==> src/rtl/gray_ptr_sync.sv <==
// Multi-stage synchronizer for Gray-coded FIFO pointers with binary conversion and movement reporting.
// Optional Gray-violation checker is built when GRAY_PTR_SYNC_CHECK_EN is defined.
module gray_ptr_sync #(
    parameter int NUM_BITS    = 4,
    parameter int SYNC_STAGES = 2
) (
    input  logic                w_clk,
    input  logic                w_rst,
    input  logic [NUM_BITS-1:0] ptr_gray_async,
    input  logic                clr_err,
    output logic [NUM_BITS-1:0] ptr_gray_sync,
    output logic [NUM_BITS-1:0] ptr_bin_sync,
    output logic                ptr_changed,
    output logic [NUM_BITS-1:0] ptr_delta,
    output logic                sync_valid,
    output logic                gray_err
);

    localparam int              CNT_W   = 3;
    localparam logic [CNT_W-1:0] CNT_MAX = CNT_W'(SYNC_STAGES + 1);

    generate
        if (SYNC_STAGES < 2 || SYNC_STAGES > 4 || NUM_BITS < 2) begin : g_bad_param
            $error("gray_ptr_sync: SYNC_STAGES must be 2..4 and NUM_BITS >= 2");
        end
    endgenerate

    logic [NUM_BITS-1:0] sync_chain [SYNC_STAGES];
    logic [NUM_BITS-1:0] bin_next;
    logic [CNT_W-1:0]    warm_cnt;

    // Pure flop chain: nothing may sit between stages or metastability margin is lost.
    always_ff @(posedge w_clk or negedge w_rst) begin
        if (!w_rst) begin
            for (int i = 0; i < SYNC_STAGES; i++) begin
                sync_chain[i] <= '0;
            end
        end else begin
            sync_chain[0] <= ptr_gray_async;
            for (int i = 1; i < SYNC_STAGES; i++) begin
                sync_chain[i] <= sync_chain[i-1];
            end
        end
    end

    assign ptr_gray_sync = sync_chain[SYNC_STAGES-1];

    // Each binary bit is the XOR of all Gray bits at or above it.
    always_comb begin
        bin_next = '0;
        for (int i = 0; i < NUM_BITS; i++) begin
            bin_next[i] = ^(ptr_gray_sync >> i);
        end
    end

    always_ff @(posedge w_clk or negedge w_rst) begin
        if (!w_rst) begin
            warm_cnt   <= '0;
            sync_valid <= 1'b0;
        end else begin
            if (warm_cnt != CNT_MAX) begin
                warm_cnt <= warm_cnt + 1'b1;
            end
            sync_valid <= (warm_cnt == CNT_MAX);
        end
    end

    always_ff @(posedge w_clk or negedge w_rst) begin
        if (!w_rst) begin
            ptr_bin_sync <= '0;
            ptr_changed  <= 1'b0;
            ptr_delta    <= '0;
        end else begin
            ptr_bin_sync <= bin_next;
            ptr_changed  <= sync_valid & (bin_next != ptr_bin_sync);
            ptr_delta    <= sync_valid ? (bin_next - ptr_bin_sync) : '0;
        end
    end

`ifdef GRAY_PTR_SYNC_CHECK_EN
    logic [NUM_BITS-1:0] gray_prev;
    logic                violation;

    always_comb begin
        violation = sync_valid && ($countones(ptr_gray_sync ^ gray_prev) > 1);
    end

    // A violation in the same cycle as clr_err keeps the flag set.
    always_ff @(posedge w_clk or negedge w_rst) begin
        if (!w_rst) begin
            gray_prev <= '0;
            gray_err  <= 1'b0;
        end else begin
            gray_prev <= ptr_gray_sync;
            if (violation) begin
                gray_err <= 1'b1;
            end else if (clr_err) begin
                gray_err <= 1'b0;
            end
        end
    end
`else
    logic unused_clr_err;
    assign unused_clr_err = clr_err;
    assign gray_err       = 1'b0;
`endif

endmodule

==> config.mk <==
export PLATFORM = sky130hd
export DESIGN_NAME = gray_ptr_sync
export DESIGN_NICKNAME = d
export VERILOG_FILES = /design/src/rtl/gray_ptr_sync.sv
export SDC_FILE = /design/constraint.sdc
export NUM_CORES = 1
export LEC_CHECK = 0
export ABC_AREA = 1
export BUFFER_PORTS_ARGS = -buffer_cell sky130_fd_sc_hd__clkbuf_2
export CAP_MARGIN = 20
export CORE_MARGIN = 8
export CORE_UTILIZATION = 54
export DETAILED_ROUTE_END_ITERATION = 8
export HOLD_SLACK_MARGIN = 0.08
export PLACE_DENSITY_LB_ADDON = 0.15
export SYNTH_ARGS = -nofsm -noshare
export SYNTH_HDL_FRONTEND = slang
export SYNTH_SLANG_ARGS = --single-unit
==> constraint.sdc <==
create_clock -name w_clk -period 4.5 [get_ports w_clk]
set_input_delay 0.225 -clock w_clk [delete_from_list [all_inputs] [get_ports w_clk]]
set_output_delay 0.225 -clock w_clk [all_outputs]
set_load 0.01 [all_outputs]
==> summary.md <==
| Metric | Value |
|---|---|
| Antenna Cells | `0` |
| DIE HEIGHT | `56.36 um` |
| CTS H-tree lvls | `1` |
| P_int | `0.0002804 W` |
| Worst EP arrival | `around 2.3 ns` |
| CTS tree | `yes` |
| Slowest cell on crit path | `dfrtp_1` |
| # Max-Cap Violations | `0` |
| Longest Clk Path Bufs | `2` |
| Largest family of logic cells by synthesized area | `simple AND/OR/NAND/NOR gates` |
| Worst r2r src | `ptr_gray_sync[3]$_DFF_PN0_` |
| Setup CP Type | `reg2reg` |
| CP max stage delay | `0.46 ns` |
| Ys Warns | `0` |
| Crit path launch | `ptr_gray_sync[3]$_DFF_PN0_` |
| Compound-Gate Fraction of Synth Area | `0.02418` |
| CP endpoint kind | `flop` |
| Final setup violation count | `0` |
| Clock power share | `0.223` |
| Layout cells sized above 1 | `0.3053` |
| Vias in the first global route | `554` |
| Part of the power in registers | `0.560` |
| Cells after Synth | `slightly above 70` |
| DR WL/cell | `about 12 um` |
| Nets@finish | `around 110` |
| Post-synthesis simple-gate area fraction | `0.09815` |
| Achievable Freq | `around 470 MHz` |
| PwrDens | `376.4 nW/um^2` |
| Cts bufs inserted | `3` |
| Status | `complete, no violations` |
| Via density | `4.910` |
| I/O Buffers | `19` |
| Worst VDD drop | `0.0002235 V` |
| Sw Ratio | `0.2792` |
| Skew final | `0.003589 ns` |
| Post-route DRC | `0` |
| # clock sinks | `21` |
| Die W | `56.36 um` |
| Post-route minimum period | `2.109 ns` |
| Max FO, Critical Path | `6` |
| Comb power frac | `0.217` |
| Switch Pwr | `~0.00011 W` |
| CP Buf/Inv Count | `2` |
| Critical Path Stages | `10` |
| Num ports | `22` |
| Worst Reg-to-Reg Cells | `10` |
| Largest net degree at the start of global routing | `22` |
| Final hold vios | `0` |
| Clock latency on the worst-skew pair | `0.30 ns` |
| Gpl congestion | `0.6899` |
| Hold_sp | `sync_chain[7]$_DFF_PN0_` |
| Post-synthesis register bit count | `21` |
| CORE AREA | `about 1500 um^2` |
| Worst-path clk slew | `0.11 ns` |
| Worst endpoint required time | `4.73 ns` |
| Die Area | `approximately 3200 um^2` |
| Crit path cell chain | `inv_1 -> nand2_2 -> nand2_4 -> xor2_4 -> xor2_2 -> inv_2 -> ha_1 -> fa_1 -> xor2_1 -> nor2_1` |
| Static Leak | `0.5330 nW` |
| Family with the most delay on the worst path | `adder cells` |
| Antenna violations before repair | `0` |
| Multiplexer share of the synthesized area | `0.01280` |
| Area grow syn2layout | `17.50%` |
| Avg Inst Size Synth | `12.22 um^2` |
| Total power | `0.0003891 W` |
| Rows | `14` |
| RSZ-0062 raised after global routing | `no` |
| Adder-cell area share of the yosys netlist | `0.09388` |
| Post-Route WL | `1.349 mm` |
| Antenna Nets Post-Route | `0` |
| Initial Util | `0.5772` |
| Period utilization | `0.4687` |
| Hpwl dp | `1.067 mm` |
| Cell Area, Synth | `roughly 900 um^2` |
| First-pass GRT wire length | `2.311 mm` |
| Total Neg Setup Slack | `0 ns` |
| Hold depth | `0` |
| Gr usage total | `0.09204` |
| Grt total ovfl | `0` |
| First-pass iteration count of the detailed router | `1` |
| Max-slew violations | `0` |
| Part of the Yosys area used for sequential elements | `0.5974` |
| CTS Root Buffer Type | `clkbuf_4` |
| Synth cell types | `21` |
| DR iter-0 viols | `0` |
| Syn Nets | `85` |
| Via count | `545` |
| Post-synthesis xor/xnor area fraction | `0.07966` |
| Worst hold path type | `reg2reg` |
| CP Launch Type | `flop` |
==> cells in the mapped netlist (all sizes together) <==
cell type,count,area share
a21oi,2,0.011
nor2,5,0.021
inv,11,0.047
nand2,9,0.053
conb,1,0.0043
buf,5,0.043
xor2,4,0.070
fa,1,0.023
a31oi,1,0.0071
nand3,3,0.017
mux2,1,0.013
o21ai,1,0.0057
nand4,1,0.0071
xnor2,1,0.010
dfrtp,21,0.60
ha,5,0.071
==> placed cells by master (no fill, tap or decap) <==
cell type      Yosys  routed
nor2_1             5       5
inv_1             10      10
dfrtp_1           21      21
nand2_1            6       6
nand2_4            1       1
dlygate4sd3_1      0       5
xor2_1             2       2
clkbuf_1           0       1
mux2_2             1       1
xor2_2             1       1
o21ai_0            1       1
a31oi_1            1       1
nand4_1            1       1
clkbuf_4           0       3
xor2_4             1       1
inv_2              1       1
ha_1               5       5
clkbuf_2           0      19
conb_1             1       1
fa_1               1       1
nand2_2            2       2
a21oi_1            2       2
nand3_1            3       3
xnor2_1            1       1
==> state kept, by name, indices dropped and copies added (netlist names) <==
signal         cells
ptr_bin_sync       4
ptr_changed        1
ptr_delta          4
ptr_gray_sync      4
sync_chain         4
sync_valid         1
warm_cnt           3
==> cells by family (layout without fill, tap and decap cells) <==
kind of cell / count (synthesis) / after routing
AO/OA/AOI/OAI: 4 / 4
XOR/XNOR: 5 / 5
adder cells (fa/ha/maj): 6 / 6
buffers and inverters: 16 / 39
flip-flops: 21 / 21
multiplexers: 1 / 1
other: 1 / 1
AND/OR/NAND/NOR: 18 / 18
==> power by group through the flow <==
stage | sequential, W | clock [W] | combinational, W
after global placement | 0.000221 | 0 | 0.0000807
final | 0.000218 | 0.0000869 | 0.0000843
after floorplan | 0.000231 | 0 | 0.0000423
after CTS | 0.000218 | 0.0000895 | 0.0000866
after detailed placement | 0.000222 | 0 | 0.0000828
after global routing | 0.000220 | 0.0000984 | 0.0000959
==> what timing repair did <==
action | in CTS | in global routing
resized for setup | 0 | 0
hold buffers | 5 | 0
hold endpoints to repair | 25 | 0
buffers inserted | 0 | 0
==> through the flow <==
| stage | hold slack, ns | instances | instance area (um^2) | setup slack, ns | utilization |
|---|---|---|---|---|---|
| final | 0.3605 | 111 | 1033 | 2.391 | 0.6782 |
| after global routing | 0.3681 | 111 | 1033 | 2.249 | 0.6782 |
| after CTS | 0.3641 | 111 | 1033 | 2.378 | 0.6782 |
| after detailed placement | 0.2116 | 102 | 957.2 | 2.410 | 0.6281 |
| after global placement | 0.2097 | 102 | 957.2 | 2.455 | 0.6281 |
| after floorplan | -0.07059 | 72 | 879.6 | 2.550 | - |
==> metal layers <==
metal	wire length [um]	vias to the layer above	track usage
met1	554	264	0.08796
met3	97	4	0.04270
met5	0	-	0
met2	668	18	0.1537
li1	-	259	-
met4	29	0	0.06186
==> final timing paths <==
| kind | slack, ns | end |
|---|---|---|
| worst max register to register | 2.39 | ptr_delta[2]$_DFF_PN0_ |
| worst min register to register | 0.36 | ptr_gray_sync[3]$_DFF_PN0_ |
| max in group asynchronous | 3.77 | sync_chain[4]$_DFF_PN0_ |
| worst min-delay path | 0.36 | ptr_gray_sync[3]$_DFF_PN0_ |
| min in group asynchronous | 0.40 | ptr_bin_sync[3]$_DFF_PN0_ |
| worst max-delay path | 2.39 | ptr_delta[2]$_DFF_PN0_ |
==> final cells by class <==
type	instances	area (um^2)
Tap cell	16	20.02
Clock buffer	4	26.28
Fill cell	120	490.5
Timing Repair Buffer	24	145.1
Sequential cell	21	525.5
Multi-Input combinational cell	35	275.3
Inverter	11	41.29
==> worst reg2reg max path, stage by stage (launching register included) <==
cell and delay [ns]:
dfrtp_1 0.46, inv_1 0.12, nand2_2 0.08, nand2_4 0.10
xor2_4 0.21, xor2_2 0.19, inv_2 0.04, ha_1 0.20
fa_1 0.38, xor2_1 0.17, nor2_1 0.09
Note: power is estimated with default switching activity, not from simulation.
